$ cat src/rtl/conway_pkg.sv
// Shared types and constants for the Conway row pipeline.
// Holds the controller state enum, the life rule constants and the
// neighbour-count width used by the per-cell rule evaluators.
package conway_pkg;

    typedef enum logic [1:0] {
        ST_IDLE  = 2'd0,
        ST_RUN   = 2'd1,
        ST_FLUSH = 2'd2
    } state_t;

    // Eight neighbours need four bits to count.
    localparam int NCOUNT_W = 4;

    localparam logic [NCOUNT_W-1:0] BIRTH_N   = 4'd3;
    localparam logic [NCOUNT_W-1:0] SURVIVE_N = 4'd2;

    // Number of live cells in a three-cell column slice.
    function automatic logic [NCOUNT_W-1:0] count3(input logic [2:0] v);
        return NCOUNT_W'(v[0]) + NCOUNT_W'(v[1]) + NCOUNT_W'(v[2]);
    endfunction

    // Life rule: birth on exactly BIRTH_N, survival on SURVIVE_N as well.
    function automatic logic rule_next(input logic alive, input logic [NCOUNT_W-1:0] n_live);
        return (n_live == BIRTH_N) || (alive && (n_live == SURVIVE_N));
    endfunction

endpackage

$ cat src/rtl/conway_cell_array.sv
// WIDTH parallel combinational rule evaluators producing one next-generation
// row from the rows above, current and below.
// Build option: CONWAY_WRAP_EN makes columns wrap (column -1 is WIDTH-1,
// column WIDTH is 0); otherwise cells beyond the row edges are dead.
module conway_cell_array
    import conway_pkg::*;
#(
    parameter int WIDTH = 20
)
(
    input  logic [WIDTH-1:0] above,
    input  logic [WIDTH-1:0] cur,
    input  logic [WIDTH-1:0] below,
    output logic [WIDTH-1:0] next_row
);

    genvar i;
    generate
        for (i = 0; i < WIDTH; i++) begin : g_cell
            logic [2:0]          left_col;
            logic [2:0]          right_col;
            logic [NCOUNT_W-1:0] n_live;

            if (i == 0) begin : g_left_edge
`ifdef CONWAY_WRAP_EN
                assign left_col = {above[WIDTH-1], cur[WIDTH-1], below[WIDTH-1]};
`else
                assign left_col = 3'b000;
`endif
            end else begin : g_left
                assign left_col = {above[i-1], cur[i-1], below[i-1]};
            end

            if (i == WIDTH-1) begin : g_right_edge
`ifdef CONWAY_WRAP_EN
                assign right_col = {above[0], cur[0], below[0]};
`else
                assign right_col = 3'b000;
`endif
            end else begin : g_right
                assign right_col = {above[i+1], cur[i+1], below[i+1]};
            end

            // The cell itself is excluded: only above/below from its own column.
            assign n_live = count3(left_col) + count3(right_col)
                          + NCOUNT_W'(above[i]) + NCOUNT_W'(below[i]);

            assign next_row[i] = rule_next(cur[i], n_live);
        end
    endgenerate

endmodule

$ cat src/rtl/conway_row_pipeline.sv
// Streaming Game-of-Life engine: takes one frame row per handshake and emits
// the next generation of the previous row, with a final flush beat for the
// last row (below-neighbour row dead).
// Build option: CONWAY_WRAP_EN (wrap columns, see conway_cell_array).
//
//   state    | meaning
//   ---------+------------------------------------------------------------
//   ST_IDLE  | waiting for row 0 of a frame; above row is dead
//   ST_RUN   | rows 1..ROWS-1 accepted; each accept emits the row before it
//   ST_FLUSH | all rows in; emit the last row with a dead row below it
module conway_row_pipeline
    import conway_pkg::*;
#(
    parameter int WIDTH = 20,
    parameter int ROWS  = 16,
    parameter int GEN_W = 16
)
(
    input  logic             clk,
    input  logic             rst_n,
    input  logic             clear,
    input  logic             in_valid,
    output logic             in_ready,
    input  logic [WIDTH-1:0] in_row,
    output logic             out_valid,
    input  logic             out_ready,
    output logic [WIDTH-1:0] out_row,
    output logic             out_last,
    output logic [GEN_W-1:0] gen_count
);

    localparam int              CNT_W    = $clog2(ROWS + 1);
    localparam logic [CNT_W-1:0] LAST_ROW = CNT_W'(ROWS - 1);

    state_t             state;
    state_t             state_nx;
    logic [WIDTH-1:0]   above;
    logic [WIDTH-1:0]   cur;
    logic [CNT_W-1:0]   count;
    logic [WIDTH-1:0]   below_sel;
    logic [WIDTH-1:0]   next_row;
    logic               in_ready_fsm;
    logic               load_flush;
    logic               accept;
    logic               out_fire;
    logic               load_out;

    // Rule evaluation: in FLUSH the row below the last row is dead.
    assign below_sel = (state == ST_FLUSH) ? '0 : in_row;

    conway_cell_array #(
        .WIDTH (WIDTH)
    ) u_cells (
        .above    (above),
        .cur      (cur),
        .below    (below_sel),
        .next_row (next_row)
    );

    // Next-state and handshake decode.
    always_comb begin
        state_nx     = state;
        in_ready_fsm = 1'b0;
        load_flush   = 1'b0;
        case (state)
            ST_IDLE: begin
                in_ready_fsm = 1'b1;
                if (in_valid) begin
                    state_nx = ST_RUN;
                end
            end
            ST_RUN: begin
                in_ready_fsm = !out_valid || out_ready;
                if (in_valid && in_ready_fsm && (count == LAST_ROW)) begin
                    state_nx = ST_FLUSH;
                end
            end
            ST_FLUSH: begin
                if (!out_valid || out_ready) begin
                    load_flush = 1'b1;
                    state_nx   = ST_IDLE;
                end
            end
            default: begin
                state_nx = ST_IDLE;
            end
        endcase
    end

    // Reset gates in_ready so nothing can look accepted while held in reset.
    assign in_ready = rst_n && in_ready_fsm;
    assign accept   = in_valid && in_ready;
    assign out_fire = out_valid && out_ready;
    assign load_out = ((state == ST_RUN) && accept) || load_flush;

    // State register; clear aborts the frame from any state.
    always_ff @(posedge clk or negedge rst_n) begin
        if (!rst_n) begin
            state <= ST_IDLE;
        end else if (clear) begin
            state <= ST_IDLE;
        end else begin
            state <= state_nx;
        end
    end

    // Row window (above/cur) and row counter.
    always_ff @(posedge clk or negedge rst_n) begin
        if (!rst_n) begin
            above <= '0;
            cur   <= '0;
            count <= '0;
        end else if (clear) begin
            above <= '0;
            cur   <= '0;
            count <= '0;
        end else if ((state == ST_IDLE) && accept) begin
            above <= '0;
            cur   <= in_row;
            count <= CNT_W'(1);
        end else if ((state == ST_RUN) && accept) begin
            above <= cur;
            cur   <= in_row;
            count <= count + CNT_W'(1);
        end else if (load_flush) begin
            above <= '0;
            cur   <= '0;
            count <= '0;
        end
    end

    // One-entry output register; a load and a drain in the same cycle keep
    // out_valid high so full-rate streaming has no bubbles.
    always_ff @(posedge clk or negedge rst_n) begin
        if (!rst_n) begin
            out_valid <= 1'b0;
            out_row   <= '0;
            out_last  <= 1'b0;
        end else if (clear) begin
            out_valid <= 1'b0;
        end else if (load_out) begin
            out_valid <= 1'b1;
            out_row   <= next_row;
            out_last  <= load_flush;
        end else if (out_fire) begin
            out_valid <= 1'b0;
        end
    end

    // Completed-frame counter; a handshake voided by clear does not count.
    always_ff @(posedge clk or negedge rst_n) begin
        if (!rst_n) begin
            gen_count <= '0;
        end else if (!clear && out_fire && out_last) begin
            gen_count <= gen_count + GEN_W'(1);
        end
    end

endmodule

$ cat config.mk
export PLATFORM = sky130hd
export DESIGN_NAME = conway_row_pipeline
export DESIGN_NICKNAME = d
export VERILOG_FILES = /design/src/rtl/conway_pkg.sv /design/src/rtl/conway_cell_array.sv /design/src/rtl/conway_row_pipeline.sv
export SDC_FILE = /design/constraint.sdc
export NUM_CORES = 1
export LEC_CHECK = 0
export ABC_AREA = 1
export CAP_MARGIN = 20
export CORE_ASPECT_RATIO = 0.8
export CORE_MARGIN = 3
export CORE_UTILIZATION = 52
export CTS_CLUSTER_DIAMETER = 50
export DETAILED_ROUTE_END_ITERATION = 8
export MAX_ROUTING_LAYER = met4
export PLACE_DENSITY = 0.74
export SYNTH_ARGS = -nofsm -noshare
export SYNTH_HDL_FRONTEND = slang
export SYNTH_SLANG_ARGS = --single-unit
$ cat constraint.sdc
create_clock -name clk -period 3.3 [get_ports clk]
set_input_delay 0.99 -clock clk [delete_from_list [all_inputs] [get_ports clk]]
set_output_delay 0.99 -clock clk [all_outputs]
set_load 0.05 [all_outputs]
==> results of run 1 <==
## stage by stage
| step | setup TNS (ns) | util |
|---|---|---|
| floorplan | 0 | - |
| global placement | -5.72 | 0.660 |
| detailed placement | -6.80 | 0.660 |
| CTS | -0.0513 | 0.689 |
| global route | -0.0577 | 0.715 |
| finish | 0 | 0.715 |
## Yosys cell counts
master     count  share of area
nand3_1       69          0.043
clkbuf_1       1        0.00047
or2_2          1        0.00078
buf_2          9         0.0056
nand2_1      229           0.11
o2111ai_1      1         0.0011
a21oi_4        1         0.0020
buf_1          1        0.00047
inv_2          7         0.0033
o22ai_1       23          0.018
nor2_2         1        0.00078
o21ai_0       18          0.011
buf_4          4         0.0038
nand3_2        5         0.0063
nor3_1         2         0.0013
a21o_1         2         0.0019
o21ai_1       22          0.014
nand4_4        1         0.0027
o211ai_1       8         0.0075
nor2_1        77          0.036
dfrtp_1       85           0.27
o31ai_1        1        0.00094
o21bai_1      16          0.015
o21a_1         2         0.0019
xor2_1        44          0.048
nand2_2        5         0.0039
a21oi_1       27          0.017
nand4_1       10         0.0078
buf_6          3         0.0042
fa_1          27          0.068
nand3_4        1         0.0022
inv_1        158          0.074
ha_1         134           0.21
xnor2_1       12          0.013
## worst min-delay path: cells and delay by family, from the launching register on
family | cells | cell delay (ns)
DFF | 1 | 0.34
and+or+nand+nor | 2 | 0.09
## area by class of cell
class                           instances  area, sq um  area share
Multi-Input combinational cell        739         5540       0.530
Sequential cell                        85         2130       0.203
Timing Repair Buffer                  186         1630       0.156
Inverter                              165          619      0.0592
Clock buffer                           10          239      0.0228
Tap cell                              184          230      0.0220
Clock inverter                          5         75.1     0.00717
## power by group
part | leakage, nW | internal, mW | switching, mW
clock network | 0.158 | 0.676 | 0.450
registers | 1.14 | 1.23 | 0.162
logic | 4.51 | 0.863 | 1.39
## routing by layer
metal	vias up	part of all wire	track usage	wire, microns
met5	-	0	-	0
met1	3429	0.47	0.336	9570
met4	0	0.010	0.0553	204
li1	3616	-	-	-
met2	175	0.48	0.399	9810
met3	21	0.044	0.0459	896
## state kept, by name, indices dropped and copies added, names as in the netlist
signal	flops
out_valid	1
out_last	1
above	20
state	2
count	5
cur	20
out_row	20
gen_count	16
## how the worst max path moves through the flow
| stage | endpoint | slack (ns) | depth (start not counted) | start |
|---|---|---|---|---|
| 2_1_floorplan | out_row[18]$_DFFE_PN0P_ | 0.16 | 12 | in_row[19] |
| 3_3_place_gp | out_row[1]$_DFFE_PN0P_ | -0.42 | 13 | in_row[0] |
| 3_5_place_dp | out_row[3]$_DFFE_PN0P_ | -0.51 | 15 | in_row[2] |
| 4_1_cts | out_row[4]$_DFFE_PN0P_ | -0.03 | 14 | in_row[3] |
| 5_1_grt | out_row[1]$_DFFE_PN0P_ | -0.06 | 13 | in_row[0] |
| 6_report | out_row[1]$_DFFE_PN0P_ | 0.01 | 13 | in_row[0] |
## what timing repair did
action,CTS,global route
endpoints found under the hold margin,0,0
endpoints found under the setup margin,10,18
pin swaps,5,24
gates resized for setup,15,74
hold buffers,0,0
buffers inserted,2,2
## cell families after synthesis
kind of cell               count (synthesis)
AOI/OAI and AO/OA                        121
xor gates and xnor gates                  56
adders and majority gates                161
buffers and inverters                    183
DFF                                       85
and+or+nand+nor                          401
==> flow_metrics.py, run 1 <==
metrics = {
    "job": {
        "maxCapViolations": 0,
    },
    "hold_path": {
        "min_to": "out_row[6]$_DFFE_PN0P_",
        "hp-start": "out_row[6]$_DFFE_PN0P_",
        "hold_path.class": "register to register",
        "min_path_cells": 2,
    },
    "synth": {
        "synth_top_family_by_area": "adder cells",
        "ys_warn_count": 0,
        "ys_seq_area_frac": 0.266,
        "synth_compound_area_frac": 0.0903,
        "syn_inst": 1007,
        "syn-mean-instance-area_sq_um": 7.94,
        "synthMuxAreaShare": 0,
        "synth_adder_area_share": 0.277,
        "synth_simple_gate_area_frac": 0.213,
        "ys_types": 34,
        "synth-seq-cells": 85,
        "mappedNetlistNets": 1193,
        "synth-xor-area-share": 0.0614,
        "synth_area_sq_um": 7990,
    },
    "timing": {
        "setup_violations": 0,
        "finClkSkew_ns": 0.00429,
        "worstMarginPinSlew_ns": 0.767,
        "hold_viol": 0,
        "slew_violations": 0,
        "period_minus_slack_ns": 3.29,
        "fmax_mhz": 304,
        "hold_slack_ns": 0.470,
        "fin_ws_ns": 0.0128,
        "maxSlewHeadroom": 0.489,
        "period_share": 0.996,
    },
    "route": {
        "routed_wl_microns": 20500,
        "wl_per_cell_microns": 14.9,
        "first_pass_iters": 5,
        "antenna_left": 0,
        "route.detailed.drc": 0,
        "vias_per_cell": 5.27,
        "via_count": 7241,
        "drt_iter0_markers": 484,
    },
    "power": {
        "total_power_mw": 4.77,
        "p_per_area_nw_per_um2": 456,
        "max-vdd-ir-drop_mv": 0.326,
        "power_leakage_nw": 5.80,
    },
    "global_route": {
        "grt_pass1_vias": 6925,
        "track_usage": 0.250,
        "grt_remaining_overflow": 0,
        "grt_pass1_wl_microns": 32700,
        "grt_max_degree": 58,
        "antenna_found_initial": 0,
    },
    "placed_design": {
        "placed_area_sq_um": 9660,
        "place_congestion": 0.887,
        "post-dp-hpwl_microns": 15000,
        "portBuffers": 63,
        "place_ws_ns": -0.512,
        "dp_cells": 1355,
    },
    "floorplan": {
        "die_area_sq_um": 16900,
        "num_io_pins": 64,
        "dieHeight_microns": 117,
        "num_rows": 39,
        "core_area_sq_um": 14600,
        "start_util": 0.546,
        "die_x_microns": 145,
    },
    "clock_network": {
        "worst_skew_pair.late_latency_ns": 0.35,
        "clock_sinks": 85,
        "htree_num_levels": 3,
        "clock_tree.root_cell": "clkbuf_16",
        "cts_tree": "done",
        "cts_buffers": 9,
        "clockBufferDepth": 2,
        "clk_pin_slew_worst_paths_ns": 0.06,
    },
    "run_status": {
        "outcome": "completed",
    },
    "setup_path": {
        "path_delay_family": "adder cells",
        "cp_cell_sequence": "clkdlybuf4s50_1, inv_1, nor2_2, ha_1, ha_4, xor2_1, fa_2, fa_1, nor2_1, o211ai_1, nor2_1, nand2_1, nand2_1",
        "r2r_start": "state[0]$_DFFE_PN0P_",
        "path_buf_inv": 2,
        "cp.required_ns": 3.59,
        "critPathLaunchType": "input port",
        "worst-path-max-fanout": 2,
        "reg2reg_depth": 16,
        "cp_slowest_cell": "clkdlybuf4s50_1",
        "reg2reg_setup_slack_ns": 0.25,
        "cp_slowest_stage_delay_ns": 0.48,
        "r2r-end": "out_row[5]$_DFFE_PN0P_",
        "arrival_ns": 3.58,
        "path_class": "input port to register",
        "endpoint_kind": "register",
    },
    "final_layout": {
        "fillers": 1087,
        "area_delta_synth_final_pct": 31.0,
        "layout_commonest_cell": "nand2_1",
        "diodes": 0,
        "fin_area_sq_um": 10500,
        "final_cell_mix": "nand2_1 (219), inv_1 (154), buf_4 (121)",
        "nets": 1372,
        "stdcell_count": 1374,
        "drive_gt1_frac": 0.190,
    },
}
(Power assumes the default switching activity.)
==> run 2, diff against run 1 <==
ABC_CLOCK_PERIOD_IN_PS = 3300   (was unset)
CORE_MARGIN = unset   (was 3)
==> run 2 against run 1 <==
  * Final cell count decreased by 0.15%
  * Global-route usage increased by 2.6 points
  * Sequential power is essentially flat
  * Die area shrank 6.1%
  * Via count is 0.28% lower
  * First-iteration DRC count shrank 26%
  * Largest power group unchanged
  * Highest routed layer unchanged
==> flow_metrics.py, run 2 (synthesis gave the netlist of run 1 again) <==
metrics = {
    "global_route": {
        "antenna_found_initial": 0,
        "track_usage": 0.276,
        "grt_max_degree": 61,
        "grt_remaining_overflow": 0,
        "grt_pass1_vias": 7176,
        "grt_pass1_wl_microns": 33600,
    },
    "route": {
        "first_pass_iters": 7,
        "route.detailed.drc": 0,
        "wl_per_cell_microns": 14.9,
        "vias_per_cell": 5.26,
        "antenna_left": 0,
        "drt_iter0_markers": 357,
        "via_count": 7221,
        "routed_wl_microns": 20500,
    },
    "power": {
        "power_leakage_nw": 5.70,
        "internal_power_mw": 2.77,
        "p_per_area_nw_per_um2": 459,
        "pwr-share-comb": 0.466,
        "switching_share": 0.417,
        "clkPwrFrac": 0.240,
        "pwr-share-seq": 0.295,
        "netSwitchingPower_mw": 1.98,
        "max-vdd-ir-drop_mv": 0.347,
    },
    "job": {
        "maxCapViolations": 0,
    },
    "final_layout": {
        "diodes": 0,
        "nets": 1364,
        "final_cell_mix": "nand2_1 (225), inv_1 (153), buf_4 (116)",
        "area_delta_synth_final_pct": 29.4,
        "drive_gt1_frac": 0.184,
        "reg_top3": "above: 20 flops, cur: 20 flops, out_row: 20 flops",
        "layout_commonest_cell": "nand2_1",
    },
    "clock_network": {
        "htree_num_levels": 3,
        "cts_hold_buffers": 0,
        "clk_pin_slew_worst_paths_ns": 0.06,
        "cts_buffers": 9,
        "clock_sinks": 85,
        "cts_tree": "done",
        "worst_skew_pair.late_latency_ns": 0.35,
        "clockBufferDepth": 2,
        "clock_tree.root_cell": "clkbuf_16",
    },
    "setup_path": {
        "arrival_ns": 3.54,
        "cp_slowest_stage_delay_ns": 0.50,
        "path_buf_inv": 2,
        "cp.required_ns": 3.59,
        "path_class": "input port to register",
        "cp_cell_sequence": "clkdlybuf4s50_1, nand2_1, xor2_1, inv_1, ha_1, ha_4, ha_4, fa_1, xor2_1, nor2_1, nand2_1, nor2_1, nand2_1, nand2_1",
        "endpoint_kind": "register",
        "worst-path-max-fanout": 2,
        "cp_slowest_cell": "clkdlybuf4s50_1",
        "path_delay_family": "adder cells",
        "critPathLaunchType": "input port",
        "cpMostUsedCell": "nand2_1",
    },
    "timing": {
        "worstMarginPinSlew_ns": 0.809,
        "finClkSkew_ns": 0.00405,
        "hold_slack_ns": 0.469,
        "maxSlewHeadroom": 0.461,
        "fmax_mhz": 308,
        "setup_violations": 0,
        "tns_ns": 0,
        "slew_violations": 0,
        "period_minus_slack_ns": 3.24,
        "period_share": 0.983,
        "hold_viol": 0,
    },
    "placed_design": {
        "portBuffers": 63,
        "post-dp-hpwl_microns": 14900,
        "place_congestion": 0.884,
    },
    "floorplan": {
        "core_area_sq_um": 15000,
        "num_io_pins": 64,
        "num_rows": 40,
        "die_area_sq_um": 15900,
        "dieHeight_microns": 113,
        "die_x_microns": 141,
        "start_util": 0.532,
    },
    "hold_path": {
        "hold_path.class": "register to register",
    },
    "run_status": {
        "outcome": "completed",
    },
}
## run 2: cell types whose count changed in the layout (fill, tap and decap cells not counted), sizes merged
cell / before / now
dlymetal6s2s: 17 / 13
clkbuf: 10 / 12
clkdlybuf4s50: 43 / 46
clkinv: 3 / 2
dlygate4sd2: 1 / 2
buf: 125 / 117
## run 2: worst min-delay path: stages, from the launching register on
cell	delay, ns
dfrtp_1	0.34
nand2_1	0.05
nand2_1	0.04
## run 2: power groups by stage
stage | Clock [mW] | Sequential [mW] | Combinational, mW
6_report | 1.14 | 1.40 | 2.21
5_1_grt | 1.20 | 1.42 | 2.41
4_1_cts | 1.16 | 1.39 | 2.18
3_5_place_dp | 0 | 1.41 | 2.15
3_3_place_gp | 0 | 1.41 | 2.10
2_1_floorplan | 0 | 1.97 | 0.796
## run 2: repair_timing
action,in CTS,in global routing
gates cloned,0,0
setup buffers,3,0
pin swaps,8,21
endpoints found under the setup margin,10,19
gates resized for setup,23,60
## run 2: cell type report
class                      count  area, sq um
sequential                    85         2130
clock buffer                  12          256
fill                        1153         4670
timing repair buffer         178         1530
multi-input combinational    739         5500
tap                          189          236
clock inverter                 4         70.1
inverter                     165          619
## run 2: final timing paths
path	start	to	slack, ns	depth (start not counted)
max in group asynchronous	rst_n	out_row[2]$_DFFE_PN0P_	1.49	3
hold / removal	out_row[13]$_DFFE_PN0P_	out_row[13]$_DFFE_PN0P_	0.47	2
min in group asynchronous	rst_n	out_row[17]$_DFFE_PN0P_	0.66	2
hold reg to reg	out_row[13]$_DFFE_PN0P_	out_row[13]$_DFFE_PN0P_	0.47	2
setup reg to reg	state[0]$_DFFE_PN0P_	out_row[12]$_DFFE_PN0P_	0.24	20
setup / recovery	in_row[5]	out_row[4]$_DFFE_PN0P_	0.06	14
## run 2: per-layer routing
layer / up-vias / global-route usage / routed length [microns]
met3: 40 / 0.0457 / 848
li1: 3605 / - / -
met1: 3424 / 0.347 / 9320
met4: 0 / 0.109 / 462
met5: - / - / 0
met2: 152 / 0.447 / 9870
## run 2: stage by stage
stage	power, mW	setup WS [ns]	cells	utilization	instance area, sq um
after floorplan	2.76	0.157	1007	-	7990
after global placement	3.50	-0.407	1353	0.639	9590
after detailed placement	3.56	-0.478	1353	0.639	9590
after CTS	4.74	-0.0133	1372	0.669	10000
after global routing	5.02	-0.0584	1372	0.689	10300
final	4.75	0.0571	1372	0.689	10300
